===== src/rtl/booth_ctrl_if.sv =====
// booth_ctrl_if: handshake and strobe bundle between the Booth controller and its datapath/upstream.
interface booth_ctrl_if;
  logic start, q0, qd, stop;
  logic ldA, clrA, sftA, ldQ, clrQ, sftQ, ldM, clrff, addsub, ldcount, decount, busy, done;
  modport master (
    input  start, q0, qd, stop,
    output ldA, clrA, sftA, ldQ, clrQ, sftQ, ldM, clrff, addsub, ldcount, decount, busy, done
  );
  modport slave (
    output start, q0, qd, stop,
    input  ldA, clrA, sftA, ldQ, clrQ, sftQ, ldM, clrff, addsub, ldcount, decount, busy, done
  );
endinterface


===== src/rtl/booth_ctrl.sv =====
// booth_ctrl: control FSM sequencing operand load, N Booth check/shift iterations and completion.
module booth_ctrl #(
  parameter int N = 8
) (
  input logic clk,
  input logic rst,
  booth_ctrl_if.master bus
);
  localparam logic [2:0] IDLE  = 3'd0;
  localparam logic [2:0] LDM   = 3'd1;
  localparam logic [2:0] LDQ   = 3'd2;
  localparam logic [2:0] CHECK = 3'd3;
  localparam logic [2:0] SHIFT = 3'd4;
  localparam logic [2:0] DONE  = 3'd5;
  if (N < 1) begin : g_n_check
    $error("booth_ctrl: N must be at least 1");
  end
  logic [2:0] state, nxt;
  logic chk;
  always_ff @(posedge clk or posedge rst)
    if (rst) state <= IDLE;
    else state <= nxt;
  always_comb begin
    nxt = state == IDLE  ? (bus.start ? LDM : IDLE) :
          state == LDM   ? LDQ :
          state == LDQ   ? CHECK :
          state == CHECK ? SHIFT :
          state == SHIFT ? (bus.stop ? DONE : CHECK) : IDLE;
  end
  assign chk         = state == CHECK;
  // Booth recoding: 10 subtracts M, 01 adds M, 00/11 only shift
  assign bus.ldA     = chk & (bus.q0 ^ bus.qd);
  assign bus.addsub  = chk & ~bus.q0 & bus.qd;
  assign bus.decount = chk;
  assign bus.clrA    = state == LDM;
  assign bus.clrQ    = state == LDM;
  assign bus.ldM     = state == LDM;
  assign bus.ldcount = state == LDM;
  assign bus.ldQ     = state == LDQ;
  assign bus.clrff   = state == LDQ;
  assign bus.sftA    = state == SHIFT;
  assign bus.sftQ    = state == SHIFT;
  assign bus.done    = state == DONE;
  assign bus.busy    = state != IDLE && state != DONE;
endmodule

===== src/flat_wrapper.sv =====
// flat-port wrapper written by rule: the top's interface ports become plain ports
module booth_ctrl_flat 
#(
  parameter int N = 8
)
  (clk, rst, bus_start, bus_q0, bus_qd, bus_stop, bus_ldA, bus_clrA, bus_sftA, bus_ldQ, bus_clrQ, bus_sftQ, bus_ldM, bus_clrff, bus_addsub, bus_ldcount, bus_decount, bus_busy, bus_done);
  booth_ctrl_if bus_i ();
  input logic clk;
  input logic rst;
  input wire logic [$bits(bus_i.start)-1:0] bus_start;
  input wire logic [$bits(bus_i.q0)-1:0] bus_q0;
  input wire logic [$bits(bus_i.qd)-1:0] bus_qd;
  input wire logic [$bits(bus_i.stop)-1:0] bus_stop;
  output wire logic [$bits(bus_i.ldA)-1:0] bus_ldA;
  output wire logic [$bits(bus_i.clrA)-1:0] bus_clrA;
  output wire logic [$bits(bus_i.sftA)-1:0] bus_sftA;
  output wire logic [$bits(bus_i.ldQ)-1:0] bus_ldQ;
  output wire logic [$bits(bus_i.clrQ)-1:0] bus_clrQ;
  output wire logic [$bits(bus_i.sftQ)-1:0] bus_sftQ;
  output wire logic [$bits(bus_i.ldM)-1:0] bus_ldM;
  output wire logic [$bits(bus_i.clrff)-1:0] bus_clrff;
  output wire logic [$bits(bus_i.addsub)-1:0] bus_addsub;
  output wire logic [$bits(bus_i.ldcount)-1:0] bus_ldcount;
  output wire logic [$bits(bus_i.decount)-1:0] bus_decount;
  output wire logic [$bits(bus_i.busy)-1:0] bus_busy;
  output wire logic [$bits(bus_i.done)-1:0] bus_done;
  assign bus_i.start = bus_start;
  assign bus_i.q0 = bus_q0;
  assign bus_i.qd = bus_qd;
  assign bus_i.stop = bus_stop;
  assign bus_ldA = bus_i.ldA;
  assign bus_clrA = bus_i.clrA;
  assign bus_sftA = bus_i.sftA;
  assign bus_ldQ = bus_i.ldQ;
  assign bus_clrQ = bus_i.clrQ;
  assign bus_sftQ = bus_i.sftQ;
  assign bus_ldM = bus_i.ldM;
  assign bus_clrff = bus_i.clrff;
  assign bus_addsub = bus_i.addsub;
  assign bus_ldcount = bus_i.ldcount;
  assign bus_decount = bus_i.decount;
  assign bus_busy = bus_i.busy;
  assign bus_done = bus_i.done;
  booth_ctrl #(.N(N)) u_core (.clk(clk), .rst(rst), .bus(bus_i));
endmodule

===== config.mk =====
export PLATFORM = sky130hd
export DESIGN_NAME = booth_ctrl_flat
export DESIGN_NICKNAME = d
export VERILOG_FILES = /design/src/rtl/booth_ctrl_if.sv /design/src/rtl/booth_ctrl.sv /design/src/flat_wrapper.sv
export SDC_FILE = /design/constraint.sdc
export NUM_CORES = 1
export LEC_CHECK = 0
export ABC_CLOCK_PERIOD_IN_PS = 3400
export BUFFER_PORTS_ARGS = -buffer_cell sky130_fd_sc_hd__buf_2
export CAP_MARGIN = 25
export CORE_AREA = 2 2 39 41
export DETAILED_ROUTE_END_ITERATION = 16
export DIE_AREA = 0 0 41 43
export HOLD_SLACK_MARGIN = 0.05
export PLACE_DENSITY = 0.54
export SLEW_MARGIN = 20
export SYNTH_ARGS = -nofsm -noshare
export SYNTH_HDL_FRONTEND = slang
export SYNTH_SLANG_ARGS = --single-unit

===== constraint.sdc =====
create_clock -name clk -period 3.4 [get_ports clk]
set_input_delay 0.85 -clock clk [delete_from_list [all_inputs] [get_ports clk]]
set_output_delay 0.85 -clock clk [all_outputs]
set_load 0.005 [all_outputs]

==> reports/metrics.yaml, run 1 <==
timing:
  drv_slew: 0
  finalCritPeriodShare_pct: 65.0
  setup_violations: 0
  rsz0062_at_grt: "no"
  hold_violations: 0
  slew_headroom_pct: 77.2
  whs_ns: 0.471
  setup_tns_ns: 0
  finClkSkew_ns: 0.00194
  period_minus_slack_ns: 2.21
  fmax_ghz: 0.452
  tightest_slew_ns: 0.343
placement:
  dp_cells: 56
  place_congestion: 0.694
  io_buffers: 18
  place_area_um2: 337
  post-dp-hpwl_um: 389
finish:
  top_regs: "u_core.state: 3 flops"
  fin_nets: 51
  layout_common_cells: "buf_2 (18), nor3b_1 (3), clkbuf_4 (3), dfrtp_1 (3), nor2b_1 (2)"
  multiInputGateArea_um2: 144
  num_antenna_cells: 0
  seqCellArea_um2: 75.1
  final_common_cell: "buf_2"
  area.growth.synth_to_final_pct: 24.5
  finish.instance_area_um2: 363
  nFillCells: 151
  largest_reg_flops: 3
  stdcell_count: 60
  top_register: "u_core.state"
  drive_gt1_share_pct: 59.1
clock_tree:
  post_cts_resized: 0
  cts_tree: "built"
  clk_latency_ns: 0.23
  post_cts_buffers: 0
  postCtsHoldBufs: 0
  clkTransAtPathRegs_ns: 0.04
  cts_buffer_depth: 2
  root_buffer: "clkbuf_4"
  htreeDepth: 1
  cts.sinks: 3
  numCtsBuffers: 3
synth:
  yosysTopAreaCellShare_pct: 25.8
  yosys_warnings: 0
  avgSynthCellArea_um2: 9.72
  yosysUniqueCellTypes: 20
  ys_ff_latch: 3
  syn-cell-area_um2: 292
  syn_nets: 36
  synth_area_leader_cell: "dfrtp_1"
  ys_seq_area_share_pct: 25.8
  synthCells: 30
  ys_top_cells_by_area: "dfrtp_1 (26%), buf_4 (13%), buf_6 (7.7%)"
detailed_routing:
  drtIter0Drc: 0
  routed_wl_um: 525
  first_pass_iters: 1
  vias: 234
  vias_per_cell: 3.90
  drcViolationCount: 0
  wl_per_cell_um: 8.75
  route.antenna.remaining_nets: 0
global_routing:
  grt_max_degree: 11
  use_met1_pct: 8.77
  antenna_found_initial: 0
  use_met3_pct: 4.71
  grt_busiest_layer: "met4"
  grtUsageTotal_pct: 8.26
  grt_pass1_vias: 198
  met2_usage_pct: 8.75
  grt_overflow: 0
  grt_pass1_wl_um: 834
worst_setup_path:
  cp.arrival_ns: 1.36
  critPathRequiredTime_ns: 2.55
  cp_slowest_cell: "dfrtp_1"
  path_max_fanout: 9
  cp-start-kind: "register"
  critPathTopFamily: "simple AND/OR/NAND/NOR gates"
  r2r_slack_ns: 2.33
  crit_type: "register to output pin"
  critPathCaptureType: "output pin"
  max_stage_delay_ns: 0.48
  cp_cell_sequence: "nor2b_4 > or3_1 > buf_2"
  r2r-start: "u_core.state[0]$_DFF_PP0_"
  r2r_cells: 2
  cp_num_buf_inv: 1
  timing.rr.end: "u_core.state[1]$_DFF_PP0_"
pwr:
  power.density_mw_per_mm2: 870
  p_leak_nw: 0.211
  peakVddDrop_uv: 210
floorplan:
  coreArea_mm2: 0.00138
  start_util_pct: 21.1
  fp.dieArea_mm2: 0.00176
  die_y_um: 43
  io_pins: 19
  rows: 14
  die_w_um: 41
min_path:
  hp-class: "input pin to asynchronous set/reset pin"
outcome:
  status: "complete, no violations"
job:
  cap_violations: 0
-- cell type report --
cell class                      count  share of cell area [%]
Sequential cell                     3                    20.7
Timing Repair Buffer               18                    24.8
Tap cell                           16                    5.52
Clock buffer                        4                    7.24
Multi-Input combinational cell     17                    39.7
Inverter                            2                    2.07
-- routing by layer --
layer	vias to the layer above	share of wire (%)
met3	0	6.1
met1	99	40
met2	10	54
met5	-	0
met4	0	0
li1	125	-
-- power breakdown --
group | switching (W) | internal [W]
sequential | 0.0000467 | 0.0000522
combinational | 0.0000586 | 0.0000940
clock | 0.0000201 | 0.0000441
-- cells in the mapped netlist, drive strengths merged --
cell type,n
o21ai,1
buf,8
dfrtp,3
nand3b,1
xnor2,1
nor3b,4
o31a,1
or3,1
inv,2
a211oi,1
nor3,1
nor2b,3
and3b,1
a21o,1
nor2,1
-- through the flow --
stage / total power [W] / util [%] / setup WS, ns
after detailed placement: 0.000254 / 24.3 / 1.28
after global routing: 0.000350 / 26.2 / 1.05
final: 0.000316 / 26.2 / 1.19
after global placement: 0.000253 / 24.3 / 1.29
after CTS: 0.000320 / 26.2 / 1.18
after floorplan: 0.000243 / - / 1.48
-- worst reg2reg max path: stages (launching register included) --
cell	delay, ns
dfrtp_1	0.48
nor2b_4	0.18
o31a_1	0.29
-- logic make-up after synthesis --
logic type	synth area share (%)
DFF	25.8
buffers and inverters	24.9
xor gates and xnor gates	3.00
and+or+nand+nor	36.5
AOI/OAI and AO/OA	9.87
-- how the worst max path moves through the flow --
stage | startpoint | to | cells past startpoint
5_1_grt | u_core.state[0]$_DFF_PP0_ | bus_clrA | 3
2_1_floorplan | bus_q0 | bus_addsub | 1
4_1_cts | u_core.state[0]$_DFF_PP0_ | bus_busy | 3
6_report | u_core.state[0]$_DFF_PP0_ | bus_busy | 3
3_5_place_dp | bus_q0 | bus_addsub | 3
3_3_place_gp | bus_q0 | bus_addsub | 3
(Power assumes the default switching activity.)
==> inputs of run 2 (changes only) <==
--- a/config.mk
+++ b/config.mk
@@ -5,7 +5,7 @@
 export SDC_FILE = /design/constraint.sdc
 export NUM_CORES = 1
 export LEC_CHECK = 0
-export ABC_CLOCK_PERIOD_IN_PS = 3400
+export ABC_CLOCK_PERIOD_IN_PS = 2220
 export BUFFER_PORTS_ARGS = -buffer_cell sky130_fd_sc_hd__buf_2
 export CAP_MARGIN = 25
 export CORE_AREA = 2 2 39 41
==> constraint.sdc (replaced) <==
create_clock -name clk -period 2.22 [get_ports clk]
set_input_delay 0.555 -clock clk [delete_from_list [all_inputs] [get_ports clk]]
set_output_delay 0.555 -clock clk [all_outputs]
set_load 0.005 [all_outputs]
==> run 2 against run 1 <==
  * Core utilization did not move
  * Global-route usage fell by 0.60 points
  * Setup slack worse by 0.89 ns
  * Largest cell class unchanged
  * First-iteration DRC count up 3
  * Worst hold slack worse by 0.29 ns
  * Sequential power up 51%
  * Critical endpoint unchanged
  * Count of clock-buffer cells in the layout unchanged
  * Sequential share of layout area did not move
  * Register-to-register slack worse by 1.2 ns
==> reports/metrics.yaml, run 2 (synthesis gave the netlist of run 1 again) <==
outcome:
  status: "complete, no violations"  # unchanged
finish:
  area.growth.synth_to_final_pct: 24.5  # unchanged
  top_register: "u_core.state"  # unchanged
  final_common_cell: "buf_2"  # unchanged
  largest_reg_flops: 3  # unchanged
  num_antenna_cells: 0  # unchanged
  nFillCells: 156  # was 151
  fin_nets: 51  # unchanged
  drive_gt1_share_pct: 59.1  # unchanged
  fin_util_pct: 26.2  # unchanged
  top_regs: "u_core.state: 3 flops"  # unchanged
  layout_common_cells: "buf_2 (18), nor3b_1 (3), clkbuf_4 (3), dfrtp_1 (3), nor2b_1 (2)"  # unchanged
worst_setup_path:
  critPathCaptureType: "output pin"  # unchanged
  critPathTopFamily: "simple AND/OR/NAND/NOR gates"  # unchanged
  cp-start-kind: "register"  # unchanged
  crit_type: "register to output pin"  # unchanged
  critPathLaunch: "u_core.state[0]$_DFF_PP0_"  # unchanged
  max_stage_delay_ns: 0.48  # about the same
  path_max_fanout: 9  # unchanged
  worstSetupEndpoint: "bus_busy"  # unchanged
  cp.depth: 3  # unchanged
  cp_slowest_cell: "dfrtp_1"  # unchanged
  r2r_cells: 2  # unchanged
  cp.arrival_ns: 1.36  # about the same
  r2r-start: "u_core.state[0]$_DFF_PP0_"  # unchanged
  r2r_slack_ns: 1.17  # was 2.33 ns
  timing.rr.end: "u_core.state[1]$_DFF_PP0_"  # unchanged
  cp_cell_sequence: "nor2b_4 > or3_1 > buf_2"  # unchanged
  cp_num_buf_inv: 1  # unchanged
  critPathRequiredTime_ns: 1.66  # was 2.55 ns
detailed_routing:
  drtIter0Drc: 3  # was 0
  first_pass_iters: 2  # was 1
  vias: 240  # was 234
  vias_per_cell: 4.00  # was 3.90
  routed_wl_um: 505  # was 525 µm
  route.antenna.remaining_nets: 0  # unchanged
  wl_per_cell_um: 8.42  # was 8.75 µm
  met1_length_um: 221  # was 208 µm
  wl_met3_um: 37  # was 32 µm
  drcViolationCount: 0  # unchanged
  dr.max_layer_used: "met3"  # unchanged
  wl_met2_um: 246  # was 284 µm
min_path:
  hp-class: "input pin to asynchronous set/reset pin"  # unchanged
clock_tree:
  cts_buffer_depth: 2  # unchanged
  root_buffer: "clkbuf_4"  # unchanged
  clkTransAtPathRegs_ns: 0.04  # about the same
  post_cts_buffers: 0  # unchanged
  numCtsBuffers: 3  # unchanged
  cts.sinks: 3  # unchanged
  clk_latency_ns: 0.23  # about the same
  post_cts_resized: 0  # unchanged
  htreeDepth: 1  # unchanged
  postCtsHoldBufs: 0  # unchanged
  cts_tree: "built"  # unchanged
timing:
  drv_slew: 0  # unchanged
  hold_violations: 0  # unchanged
  finalCritPeriodShare_pct: 86.4
  finClkSkew_ns: 0.00160  # was 0.00194 ns
  tightest_slew_ns: 0.328  # was 0.343 ns
  fmax_ghz: 0.522
  period_minus_slack_ns: 1.92
  slew_headroom_pct: 78.2  # was 77.2%
  setup_tns_ns: 0  # unchanged
  rsz0062_at_grt: "no"  # unchanged
  whs_ns: 0.181  # was 0.471 ns
  setup_violations: 0  # unchanged
pwr:
  power.density_mw_per_mm2: 1320  # was 870 mW/mm²
  power_frac_seq_pct: 31.2  # was 31.3%
  internal_power_w: 0.000291  # was 0.000190 W
  clkPwrFrac_pct: 20.0  # was 20.3%
  p_leak_nw: 0.211  # unchanged
  p_sw_share_pct: 39.2  # was 39.7%
  p_comb_share_pct: 48.8  # was 48.3%
  peakVddDrop_uv: 446  # was 210 µV
  switchingPower_w: 0.000188  # was 0.000125 W
global_routing:
  grt_overflow: 0  # unchanged
  grtUsageTotal_pct: 7.65  # was 8.26%
  antenna_found_initial: 0  # unchanged
  grt_max_degree: 11  # unchanged
  grt_pass1_wl_um: 793  # was 834 µm
  grt_pass1_vias: 202  # was 198
placement:
  place_congestion: 0.645  # was 0.694
  io_buffers: 18  # unchanged
  post-dp-hpwl_um: 398  # was 389 µm
floorplan:
  die_y_um: 43  # unchanged
  rows: 14  # unchanged
  fp.dieArea_mm2: 0.00176  # unchanged
  coreArea_mm2: 0.00138  # unchanged
  die_w_um: 41  # unchanged
  io_pins: 19  # unchanged
  start_util_pct: 21.1  # unchanged
job:
  cap_violations: 0  # unchanged
[run 2: cell counts in the layout (fill, tap and decap cells not counted)]
No cell type changed its count.
[run 2: power by group through the flow]
stage,Sequential [W],Combinational (W),Clock [W]
finish,0.000149,0.000234,0.0000957
global route,0.000155,0.000270,0.000106
CTS,0.000147,0.000238,0.000101
detailed placement,0.000147,0.000238,0
global placement,0.000149,0.000236,0
floorplan,0.0000880,0.000284,0
[run 2: worst min path at each step]
stage	startpoint	slack, ns	end	depth (start not counted)
2_1_floorplan	rst	0.31	u_core.state[0]$_DFF_PP0_	1
3_3_place_gp	rst	0.43	u_core.state[1]$_DFF_PP0_	2
3_5_place_dp	rst	0.43	u_core.state[2]$_DFF_PP0_	2
4_1_cts	rst	0.18	u_core.state[2]$_DFF_PP0_	2
5_1_grt	rst	0.18	u_core.state[2]$_DFF_PP0_	2
6_report	rst	0.18	u_core.state[2]$_DFF_PP0_	2
[run 2: worst register-to-register path: stages (launching register included)]
cell	delay [ns]
dfrtp_1	0.48
nor2b_4	0.18
o31a_1	0.27
[run 2: metrics by stage]
step / area (µm²) / instances / worst slack, ns / power, W
2_1_floorplan: 292 / 30 / 0.673 / 0.000372
3_3_place_gp: 337 / 56 / 0.562 / 0.000385
3_5_place_dp: 337 / 56 / 0.559 / 0.000385
4_1_cts: 363 / 60 / 0.303 / 0.000486
5_1_grt: 363 / 60 / 0.182 / 0.000531
6_report: 363 / 60 / 0.303 / 0.000479
[run 2: layout make-up]
| type | count | area [µm²] | area share (%) |
|---|---|---|---|
| well taps | 16 | 20.0 | 5.52 |
| repair buffers | 18 | 90.1 | 24.8 |
| flip-flops and latches | 3 | 75.1 | 20.7 |
| inverters | 2 | 7.51 | 2.07 |
| multi-input cells | 17 | 144 | 39.7 |
| clock buffers | 4 | 26.3 | 7.24 |
[run 2: metal layers]
metal / track usage (%) / vias up
li1: - / 125
met5: 0 / -
met2: 8.44 / 12
met1: 8.12 / 103
met3: 4.71 / 0
met4: 10.0 / 0
